## config.mk

```make
export PLATFORM = sky130hd
export DESIGN_NAME = prog_loader_flat
export DESIGN_NICKNAME = d
export VERILOG_FILES = /design/src/rtl/prog_loader_pkg.sv /design/src/rtl/prog_loader_if.sv /design/src/rtl/loader_word_asm.sv /design/src/rtl/prog_loader.sv /design/src/flat_wrapper.sv
export SDC_FILE = /design/constraint.sdc
export NUM_CORES = 1
export LEC_CHECK = 0
export ABC_AREA = 1
export CAP_MARGIN = 20
export CELL_PAD_IN_SITES_DETAIL_PLACEMENT = 0
export CELL_PAD_IN_SITES_GLOBAL_PLACEMENT = 1
export CORE_MARGIN = 5
export CORE_UTILIZATION = 42
export DETAILED_ROUTE_END_ITERATION = 7
export GPL_ROUTABILITY_DRIVEN = 0
export GPL_TIMING_DRIVEN = 0
export HOLD_SLACK_MARGIN = 0.15
export PLACE_DENSITY = 0.92
export SLEW_MARGIN = 30
export SYNTH_ARGS = -nofsm -noshare
export SYNTH_HDL_FRONTEND = slang
export SYNTH_SLANG_ARGS = --single-unit
```

## constraint.sdc

```tcl
create_clock -name clk -period 3.1 [get_ports clk]
set_input_delay 0.93 -clock clk [delete_from_list [all_inputs] [get_ports clk]]
set_output_delay 0.93 -clock clk [all_outputs]
set_load 0.01 [all_outputs]
```

## src/rtl/prog_loader_pkg.sv

```systemverilog
// Shared types and constants for the program loader.
// The LOADER_CHECKSUM_EN build uses StChk; otherwise that encoding is never entered.
package prog_loader_pkg;

  localparam int unsigned WORD_BYTES = 4;
  localparam logic [3:0]  W_EN_FULL  = 4'b1111;

  typedef enum logic [2:0] {
    StIdle,
    StLenLo,
    StLenHi,
    StData,
    StWrite,
    StChk,
    StDone
  } state_e;

endpackage

```

## src/rtl/prog_loader_if.sv

```systemverilog
// Byte-stream input and SRAM write port of the program loader.
// The master side is the loader itself; the slave side is the byte source plus SRAM.
interface prog_loader_if #(
  parameter int unsigned ADDR_W = 16
) ();

  logic              in_valid;
  logic [7:0]        in_data;
  logic              in_ready;
  logic [ADDR_W-1:0] mem_addr;
  logic [3:0]        mem_w_en;
  logic [31:0]       mem_write_data;

  modport master (
    input  in_valid,
    input  in_data,
    output in_ready,
    output mem_addr,
    output mem_w_en,
    output mem_write_data
  );

  modport slave (
    output in_valid,
    output in_data,
    input  in_ready,
    input  mem_addr,
    input  mem_w_en,
    input  mem_write_data
  );

endinterface

```

## src/rtl/loader_word_asm.sv

```systemverilog
// Little-endian byte-to-word assembler: byte 0 lands in bits [7:0].
// word_o already includes the byte being accepted, so word_full_o and word_o line up.
module loader_word_asm
  import prog_loader_pkg::*;
(
  input  logic                    clk_i,
  input  logic                    rst_i,
  input  logic                    clr_i,
  input  logic                    byte_valid_i,
  input  logic [7:0]              byte_i,
  output logic [8*WORD_BYTES-1:0] word_o,
  output logic                    word_full_o
);

  localparam int unsigned IdxW = $clog2(WORD_BYTES);

  logic [IdxW-1:0]         idx_q, idx_d;
  logic [8*WORD_BYTES-1:0] word_q, word_d;

  always_comb begin
    idx_d  = idx_q;
    word_d = word_q;
    if (clr_i) begin
      idx_d  = '0;
      word_d = '0;
    end else if (byte_valid_i) begin
      word_d[8*idx_q +: 8] = byte_i;
      idx_d                = idx_q + IdxW'(1);
    end
  end

  assign word_o      = word_d;
  assign word_full_o = byte_valid_i && !clr_i && (idx_q == IdxW'(WORD_BYTES - 1));

  always_ff @(posedge clk_i) begin
    if (rst_i) begin
      idx_q  <= '0;
      word_q <= '0;
    end else begin
      idx_q  <= idx_d;
      word_q <= word_d;
    end
  end

endmodule

```

## src/rtl/prog_loader.sv

```systemverilog
// Program loader: length-prefixed little-endian byte stream -> 32-bit SRAM word writes.
// Define LOADER_CHECKSUM_EN to require a trailing XOR checksum byte and report error.
module prog_loader
  import prog_loader_pkg::*;
#(
  parameter int unsigned       ADDR_W    = 16,
  parameter logic [ADDR_W-1:0] BASE_ADDR = '0
) (
  input  logic          clk,
  input  logic          rst,
  input  logic          start,
  prog_loader_if.master bus,
  output logic          cpu_rst,
  output logic          busy,
  output logic          done,
  output logic          error
);

`ifdef LOADER_CHECKSUM_EN
  localparam state_e StLoadEnd = StChk;
`else
  localparam state_e StLoadEnd = StDone;
`endif

  state_e            state_q, state_d;
  logic [15:0]       count_q, count_d;
  logic [ADDR_W-1:0] mem_addr_q, mem_addr_d;
  logic [3:0]        mem_w_en_q, mem_w_en_d;
  logic [31:0]       mem_write_data_q, mem_write_data_d;
  logic              accept, load_start, word_full, err;
  logic [31:0]       word;

`ifdef LOADER_CHECKSUM_EN
  logic [7:0] xor_q, xor_d;
  logic       error_q, error_d;
  assign err = error_q;
`else
  assign err = 1'b0;
`endif

  assign accept     = bus.in_valid && bus.in_ready;
  assign load_start = start && (state_q inside {StIdle, StDone});

  loader_word_asm u_word_asm (
    .clk_i       (clk),
    .rst_i       (rst),
    .clr_i       (load_start),
    .byte_valid_i(accept && (state_q == StData)),
    .byte_i      (bus.in_data),
    .word_o      (word),
    .word_full_o (word_full)
  );

  always_ff @(posedge clk) begin
    if (rst) begin
      state_q          <= StIdle;
      count_q          <= '0;
      mem_addr_q       <= BASE_ADDR;
      mem_w_en_q       <= '0;
      mem_write_data_q <= '0;
`ifdef LOADER_CHECKSUM_EN
      xor_q            <= '0;
      error_q          <= 1'b0;
`endif
    end else begin
      state_q          <= state_d;
      count_q          <= count_d;
      mem_addr_q       <= mem_addr_d;
      mem_w_en_q       <= mem_w_en_d;
      mem_write_data_q <= mem_write_data_d;
`ifdef LOADER_CHECKSUM_EN
      xor_q            <= xor_d;
      error_q          <= error_d;
`endif
    end
  end

  always_comb begin
    state_d          = state_q;
    count_d          = count_q;
    mem_addr_d       = mem_addr_q;
    mem_w_en_d       = '0;
    mem_write_data_d = mem_write_data_q;
`ifdef LOADER_CHECKSUM_EN
    xor_d   = xor_q;
    error_d = error_q;
    if (load_start) begin
      xor_d   = '0;
      error_d = 1'b0;
    end else if (accept && (state_q != StChk)) begin
      xor_d = xor_q ^ bus.in_data;
    end
`endif
    unique case (state_q)
      StIdle, StDone: begin
        if (start) begin
          state_d    = StLenLo;
          mem_addr_d = BASE_ADDR;
        end
      end
      StLenLo: begin
        if (accept) begin
          count_d[7:0] = bus.in_data;
          state_d      = StLenHi;
        end
      end
      StLenHi: begin
        if (accept) begin
          count_d[15:8] = bus.in_data;
          state_d       = (count_d == '0) ? StLoadEnd : StData;
        end
      end
      StData: begin
        // Write strobe and data are registered on the 4th accept, so they line up with StWrite.
        if (word_full) begin
          state_d          = StWrite;
          mem_w_en_d       = W_EN_FULL;
          mem_write_data_d = word;
        end
      end
      StWrite: begin
        mem_addr_d = mem_addr_q + ADDR_W'(4);
        count_d    = count_q - 16'd1;
        state_d    = (count_d == '0) ? StLoadEnd : StData;
      end
`ifdef LOADER_CHECKSUM_EN
      StChk: begin
        if (accept) begin
          error_d = (bus.in_data != xor_q);
          state_d = StDone;
        end
      end
`endif
      default: state_d = StIdle;
    endcase
  end

  always_comb begin
    bus.in_ready = 1'b0;
    busy         = 1'b0;
    done         = 1'b0;
    unique case (state_q)
      StLenLo, StLenHi, StData, StChk: begin
        bus.in_ready = 1'b1;
        busy         = 1'b1;
      end
      StWrite: busy = 1'b1;
      StDone:  done = 1'b1;
      default: ;
    endcase
    cpu_rst = !(done && !err);
    error   = err;
  end

  assign bus.mem_addr       = mem_addr_q;
  assign bus.mem_w_en       = mem_w_en_q;
  assign bus.mem_write_data = mem_write_data_q;

endmodule
```

## src/flat_wrapper.sv

```systemverilog
// flat-port wrapper written by rule: the top's interface ports become plain ports
module prog_loader_flat import prog_loader_pkg::*;
#(
  parameter int unsigned       ADDR_W    = 16,
  parameter logic [ADDR_W-1:0] BASE_ADDR = '0
)
  (clk, rst, start, cpu_rst, busy, done, error, bus_in_valid, bus_in_data, bus_in_ready, bus_mem_addr, bus_mem_w_en, bus_mem_write_data);
  prog_loader_if #(.ADDR_W(ADDR_W)) bus_i ();
  input  logic clk;
  input  logic rst;
  input  logic start;
  output logic cpu_rst;
  output logic busy;
  output logic done;
  output logic error;
  input wire logic [$bits(bus_i.in_valid)-1:0] bus_in_valid;
  input wire logic [$bits(bus_i.in_data)-1:0] bus_in_data;
  output wire logic [$bits(bus_i.in_ready)-1:0] bus_in_ready;
  output wire logic [$bits(bus_i.mem_addr)-1:0] bus_mem_addr;
  output wire logic [$bits(bus_i.mem_w_en)-1:0] bus_mem_w_en;
  output wire logic [$bits(bus_i.mem_write_data)-1:0] bus_mem_write_data;
  assign bus_i.in_valid = bus_in_valid;
  assign bus_i.in_data = bus_in_data;
  assign bus_in_ready = bus_i.in_ready;
  assign bus_mem_addr = bus_i.mem_addr;
  assign bus_mem_w_en = bus_i.mem_w_en;
  assign bus_mem_write_data = bus_i.mem_write_data;
  prog_loader #(.ADDR_W(ADDR_W), .BASE_ADDR(BASE_ADDR)) u_core (.clk(clk), .rst(rst), .start(start), .bus(bus_i), .cpu_rst(cpu_rst), .busy(busy), .done(done), .error(error));
endmodule
```

==> metrics.md, run 1 <==
| Metric | Value |
|---|---|
| Number of vias per cell | `5.09` |
| Wire length on met3 | `580 um` |
| Setup CP Type | `reg -> out` |
| P_leak | `0.00231 uW` |
| Placed insts | `856` |
| Final WS setup | `0.374 ns` |
| Post-CTS setup buffer count | `0` |
| Post-CTS sizing | `0` |
| CP max FO | `6` |
| Clk_lat worst skew | `0.36 ns` |
| Max_slew headroom | `0.596` |
| Peak VDD IR | `0.000276 V` |
| Async S/R FF share, synth | `0` |
| Top-area cell type share of the netlist area | `0.400` |
| Met1 WL | `5.61 mm` |
| I/O pin count | `69` |
| # Max-Cap Violations | `0` |
| Diodes inserted | `0` |
| Synth area leaders | `dfxtp_1, nand2_1, nor2_1, inv_1, o21ai_0` |
| Port Buffer Count | `65` |
| CP bufs+invs | `3` |
| Fin nets | `747` |
| Most used cell, CP | `inv_1` |
| Die Ht | `115 um` |
| Storage cell area | `1840 um^2` |
| Die ar. | `13200 um^2` |
| CTS Hold Bufs | `0` |
| Wire per inst | `roughly 14 um` |
| Critical Path End Type | `output pin` |
| Clock Path Buffers | `2` |
| Final Skew | `0.0177 ns` |
| Die Wd | `115 um` |
| GRT overflow | `0` |
| Max-slew violations | `0` |
| Uppermost layer routed | `met4` |
| Global-route wire length before repair | `20.7 mm` |
| Filler cells | `1074` |
| Top delay family on crit path | `buffers and inverters` |
| Worst path max stage delay | `~0.53 ns` |
| Fin Setup TNS | `0 ns` |
| Worst slew pin tran | `0.606 ns` |
| Most frequent cells in the layout | `nand2_1, dfxtp_1, nor2_1` |
| Max Fclk | `367 MHz` |
| Largest net degree at the start of global routing | `19` |
| YS warnings | `0` |
| Final count of hold timing violations | `0` |
| Drt pass-1 iters | `5` |
| Drc violations | `0` |
| Multi-input gate area | `roughly 2300 um^2` |
| DP Worst Slack | `0.310 ns` |
| Avg Cell Area, Syn | `about 7.1 um^2` |
| Final Non-Filler Cells | `872` |
| Yosys reg bits | `92` |
| Initial antenna violation count | `0` |
| Number of global-route vias before repair | `between 4000 and 5000` |
| Pwr/cell area | `581 nW/um^2` |
| Initial DRC count | `222` |
| Drt total wl | `12.5 mm` |
| Largest area contributor in the netlist | `dfxtp_1` |
| CP max stage cell | `clkdlybuf4s50_1` |
| Number of synthesized flops with an enable pin | `0` |
| CTS sink cnt | `92` |
| Post-layout minimum cycle time | `between 2 and 3 ns` |
| Seq/Total Area, Yosys | `0.400` |
| FP Rows | `38` |
| Ratio of final minimum period to clock period | `0.879` |
| Worst Hold Class | `reg -> reg` |
| RSZ-0062 raised after global routing | `no` |
| Worst path cell trace | `inv_1, nor2_1, inv_1, nand3_1, clkdlybuf4s50_1` |
| Synth unique cells | `44` |
| Detailed placement HPWL | `~9.4 mm` |
| Area Growth Syn to Fin | `22.7%` |
| Setup crit start kind | `flop` |
| Root buffer cell | `clkbuf_8` |
| Routed vias | `4438` |
| CTS tree | `built` |
| Commonest non-fill, non-tap cell in the layout | `nand2_1` |
| H-tree Lvls | `3` |
| Req. time, crit path | `2.17 ns` |
| Num CTS Buffers | `9` |
| GRT Util Overall | `0.194` |
| Starting density of the core | `0.427` |
| Endpoints failing setup | `0` |
| Share of cells above drive strength 1 | `0.107` |
| Routed wl met2 | `6.04 mm` |
| Synth Instances | `649` |
| WP data arrival | `~1.8 ns` |
| Synth Flop Type | `dfxtp_1` |
| Outcome | `finished clean` |
| Clock transition at path regs | `0.11 ns` |
| Core area | `between 10000 and 15000 um^2` |
| Synthesized area | `4610 um^2` |
| ANT nets after route | `0` |
[flip-flops by register name, indices dropped and copies added (netlist names)]
signal / cells
u_core.u_word_asm.word_q: 24
u_core.u_word_asm.idx_q: 2
u_core.bus.mem_write_data: 32
u_core.count_q: 16
u_core.bus.mem_addr: 14
u_core.bus.mem_w_en: 1
u_core.state_q: 3
[final cells by class]
class	instances	share of cell area
clock buffers	9	0.0219
well taps	140	0.0310
clock inverters	7	0.0159
flip-flops and latches	92	0.326
plain buffers	31	0.0303
multi-input cells	450	0.408
repair buffers	65	0.115
inverters	78	0.0522
[cell usage after synthesis, types with 5 or more instances]
cell type    n
buf_4       10
inv_1       69
nand4_1      9
a31oi_1     10
nand3_1     22
a221oi_1     5
a21oi_1     36
nand2_1    157
nor2_4       8
clkbuf_1    12
dfxtp_1     92
o211ai_1    13
ha_1         8
a32oi_1      6
buf_2        8
nand2_2      5
nor2_2       9
o21ai_0     43
nor2_1      80
inv_2        7
[cell families (layout without fill, tap and decap cells)]
logic type | after synthesis | count (layout) | synth area share
DFF | 92 | 92 | 0.400
buffers and inverters | 109 | 190 | 0.101
adders and majority gates | 8 | 8 | 0.0217
AOI/OAI and AO/OA | 128 | 128 | 0.167
and+or+nand+nor | 307 | 307 | 0.302
xor gates and xnor gates | 4 | 4 | 0.00760
other | 1 | 3 | 0.000814
[metal layers]
metal	global-route usage	up-vias
met2	0.338	121
met3	0.0332	23
met1	0.245	2046
met4	0.0634	0
li1	-	2248
met5	0	-
[worst min-delay path, cell delays in order, from the launching register on]
cell and delay (ns):
dfxtp_1 0.33, nand2_1 0.06, a21oi_1 0.05
[per-stage QoR]
| step | area (um^2) | total power (uW) | hold slack (ns) | util |
|---|---|---|---|---|
| floorplan | 4620 | 2150 | 0.448 | - |
| detailed placement | 5440 | 2430 | 0.464 | 0.504 |
| CTS | 5660 | 3300 | 0.480 | 0.524 |
| global route | 5660 | 3520 | 0.505 | 0.524 |
| global placement | 5440 | 2410 | 0.459 | 0.504 |
| finish | 5660 | 3290 | 0.475 | 0.524 |
[final timing paths]
check | cells after the start | endpoint | slack, ns | from
min reg2reg | 2 | u_core.bus.mem_write_data[31]$_SDFFE_PP0P_ | 0.48 | u_core.bus.mem_write_data[31]$_SDFFE_PP0P_
max reg2reg | 10 | u_core.bus.mem_write_data[16]$_SDFFE_PP0P_ | 0.93 | u_core.u_word_asm.idx_q[0]$_SDFFE_PP0P_
min | 2 | u_core.bus.mem_write_data[31]$_SDFFE_PP0P_ | 0.48 | u_core.bus.mem_write_data[31]$_SDFFE_PP0P_
max | 5 | busy | 0.37 | u_core.state_q[0]$_SDFFE_PP0P_
[report_power, final]
group	switching (uW)	internal [uW]	total (uW)
clock network	486	391	878
registers	67.3	1230	1300
logic	716	391	1110
(Power assumes the default switching activity.)
==> inputs of run 2 (changes only) <==
--- a/config.mk
+++ b/config.mk
@@ -6,7 +6,7 @@
 export NUM_CORES = 1
 export LEC_CHECK = 0
 export ABC_AREA = 1
-export CAP_MARGIN = 20
+export CAP_MARGIN = 0
 export CELL_PAD_IN_SITES_DETAIL_PLACEMENT = 0
 export CELL_PAD_IN_SITES_GLOBAL_PLACEMENT = 1
 export CORE_MARGIN = 5
==> results of run 2 <==
The final DEF is identical to that of run 1; final timing and power are the same.
==> inputs of run 3 (changes only) <==
--- a/config.mk
+++ b/config.mk
@@ -10,12 +10,12 @@
 export CELL_PAD_IN_SITES_DETAIL_PLACEMENT = 0
 export CELL_PAD_IN_SITES_GLOBAL_PLACEMENT = 1
 export CORE_MARGIN = 5
-export CORE_UTILIZATION = 42
+export CORE_UTILIZATION = 39
 export DETAILED_ROUTE_END_ITERATION = 7
 export GPL_ROUTABILITY_DRIVEN = 0
 export GPL_TIMING_DRIVEN = 0
 export HOLD_SLACK_MARGIN = 0.15
-export PLACE_DENSITY = 0.92
+export PLACE_DENSITY = 0.87
 export SLEW_MARGIN = 30
 export SYNTH_ARGS = -nofsm -noshare
 export SYNTH_HDL_FRONTEND = slang
==> constraint.sdc (replaced) <==
create_clock -name clk -period 2.6 [get_ports clk]
set_input_delay 0.78 -clock clk [delete_from_list [all_inputs] [get_ports clk]]
set_output_delay 0.78 -clock clk [all_outputs]
set_load 0.01 [all_outputs]
==> run 3 against run 2 <==
Effect of this change:
- worst setup slack got worse by 0.22 ns
- via count hardly changed
- critical path type unchanged
- sequential cell count stayed put
- hold slack lost 0.0095 ns
- utilization shrank 2.7 points
- global-route usage shrank 0.92 points
- sequential share of layout area decreased by 0.36 points
- register-to-register slack worse by 0.52 ns
- critical endpoint unchanged
- highest routed layer unchanged
- final cell count up 0.23%
- clock skew decreased by 0.012 ns
==> metrics.md, run 3 (synthesized netlist as in run 1, its figures left out) <==
| Metric | Value |
|---|---|
| Outcome | `finished clean (unchanged)` |
| Post-layout minimum cycle time | `2.44 ns` |
| Core Util, Final | `0.497 (was 0.524)` |
| Global-route wire length before repair | `21.3 mm (was 20.7 mm)` |
| # Max-Cap Violations | `0 (unchanged)` |
| Starting density of the core | `0.400 (was 0.427)` |
| Met1 WL | `5.56 mm (was 5.61 mm)` |
| Core area | `11500 um^2 (was 10800 um^2)` |
| Tot Pwr | `4140 uW (was 3290 uW)` |
| Initial antenna violation count | `0 (unchanged)` |
| Commonest non-fill, non-tap cell in the layout | `nand2_1 (unchanged)` |
| GRT Util Overall | `0.185 (was 0.194)` |
| Min-delay src | `u_core.bus.mem_write_data[27]$_SDFFE_PP0P_ (was u_core.bus.mem_write_data[31]$_SDFFE_PP0P_)` |
| Routed vias | `4434 (was 4438)` |
| Drc violations | `0 (unchanged)` |
| H-tree Lvls | `3 (unchanged)` |
| Die Ht | `119 um (was 115 um)` |
| Setup crit start kind | `flop (unchanged)` |
| Worst path max stage delay | `0.53 ns (about the same)` |
| Clock transition at path regs | `0.07 ns (was 0.11 ns)` |
| Die Wd | `119 um (was 115 um)` |
| Final count of hold timing violations | `0 (unchanged)` |
| CTS tree | `built (unchanged)` |
| Max_slew headroom | `0.576 (was 0.596)` |
| GRT overflow | `0 (unchanged)` |
| Hold WS | `0.466 ns (was 0.475 ns)` |
| Worst R2R Start | `u_core.u_word_asm.idx_q[0]$_SDFFE_PP0P_ (unchanged)` |
| Largest net degree at the start of global routing | `16 (was 19)` |
| Pwr/cell area | `723 nW/um^2 (was 581 nW/um^2)` |
| Post-CTS setup buffer count | `0 (unchanged)` |
| Register-to-register setup slack | `0.41 ns (was 0.93 ns)` |
| WP data arrival | `1.66 ns (was 1.80 ns)` |
| FP Rows | `39 (was 38)` |
| Ratio of final minimum period to clock period | `0.939` |
| Wire per inst | `14.7 um (was 14.3 um)` |
| Number of global-route vias before repair | `4429 (was 4387)` |
| Die ar. | `14100 um^2 (was 13200 um^2)` |
| Root buffer cell | `clkbuf_16 (was clkbuf_8)` |
| Final Skew | `0.00570 ns (was 0.0177 ns)` |
| Routed wl met2 | `6.33 mm (was 6.04 mm)` |
| Uppermost layer routed | `met4 (unchanged)` |
| Diodes inserted | `0 (unchanged)` |
| Detailed placement HPWL | `9.66 mm (was 9.43 mm)` |
| Worst slew pin tran | `0.636 ns (was 0.606 ns)` |
| Most frequent cells in the layout | `nand2_1, dfxtp_1, nor2_1 (unchanged)` |
| Critical Path End Type | `output pin (unchanged)` |
| CTS sink cnt | `92 (unchanged)` |
| I/O pin count | `69 (unchanged)` |
| Wire length on met3 | `607 um (was 580 um)` |
| Req. time, crit path | `1.82 ns (was 2.17 ns)` |
| Share of cells above drive strength 1 | `0.107 (about the same)` |
| Clock Path Buffers | `2 (unchanged)` |
| Worst Hold Class | `reg -> reg (unchanged)` |
| Number of vias per cell | `5.07 (was 5.09)` |
| Drt total wl | `12.8 mm (was 12.5 mm)` |
| Max-slew violations | `0 (unchanged)` |
| Critical Path Start | `u_core.state_q[1]$_SDFFE_PP0P_ (was u_core.state_q[0]$_SDFFE_PP0P_)` |
| Worst path cell trace | `inv_2, nor2_4, inv_1, nand3_1, clkdlybuf4s50_1 (was inv_1, nor2_1, inv_1, nand3_1, clkdlybuf4s50_1)` |
| CP max FO | `5 (was 6)` |
| RSZ-0062 raised after global routing | `no (unchanged)` |
| Max Fclk | `just over 400 MHz` |
| Filler cells | `1166 (was 1074)` |
| Fin Setup TNS | `0 ns (unchanged)` |
| Fin nets | `747 (unchanged)` |
| Max reg flops | `32 (unchanged)` |
| Endpoints failing setup | `0 (unchanged)` |
| Clk_lat worst skew | `0.35 ns (was 0.36 ns)` |
| Area Growth Syn to Fin | `24.2% (was 22.7%)` |
| Placed cell areas | `5450 um^2 (was 5440 um^2)` |
| Non-Filler Cell Area, Final | `5720 um^2 (was 5660 um^2)` |
| Drt pass-1 iters | `5 (unchanged)` |
| Setup CP Type | `reg -> out (unchanged)` |
| Port Buffer Count | `65 (unchanged)` |
| CP max stage cell | `clkdlybuf4s50_1 (unchanged)` |
| ANT nets after route | `0 (unchanged)` |
| Peak VDD IR | `0.000383 V (was 0.000276 V)` |
| P_leak | `0.00234 uW (was 0.00231 uW)` |
| Num CTS Buffers | `9 (unchanged)` |
| Initial DRC count | `202 (was 222)` |
-- run 3: cell count changes in the layout (fill, tap and decap cells not counted), sizes merged --
| cell | before | now |
|---|---|---|
| bufinv | 1 | 0 |
| clkbuf | 21 | 22 |
| clkinv | 2 | 3 |
| inv | 80 | 78 |
-- run 3: repair_timing --
action                                  CTS  global route
endpoints found under the setup margin    0             2
hold buffers                              0             0
resized for setup                         0             1
endpoints found under the hold margin     0             0
-- run 3: layer usage --
metal,global-route usage,vias up
met2,0.323,102
met1,0.224,2053
met4,0.0702,0
met5,0,-
met3,0.0377,23
li1,-,2256
-- run 3: final cells by class --
cell class	instances	area, um^2	area share
multi-input combinational	450	2310	0.403
inverter	78	295	0.0516
sequential	92	1840	0.322
clock buffer	10	239	0.0418
buffer	31	171	0.0300
timing repair buffer	65	651	0.114
clock inverter	5	37.5	0.00656
tap	143	179	0.0313
-- run 3: power by group --
part | internal [uW] | switching (uW)
logic | 466 | 865
clock network | 673 | 579
registers | 1470 | 78.9
total | 2610 | 1520
-- run 3: final timing paths --
kind                                           endpoint  depth (start not counted)
max                                                busy                          5
min reg2reg  u_core.bus.mem_write_data[27]$_SDFFE_PP0P_                          2
max reg2reg  u_core.bus.mem_write_data[16]$_SDFFE_PP0P_                         10
min          u_core.bus.mem_write_data[27]$_SDFFE_PP0P_                          2
-- run 3: stage by stage --
stage	instances	setup slack, ns
2_1_floorplan	651	0.746
3_3_place_gp	859	-0.0767
3_5_place_dp	859	-0.0956
4_1_cts	874	0.0563
5_1_grt	874	0.0497
6_report	874	0.159
-- run 3: worst max-delay path, delay by kind of cell (launching register included) --
family,cells,cell delay (ns)
buffers and inverters,3,0.68
DFF,1,0.39
and+or+nand+nor,2,0.24
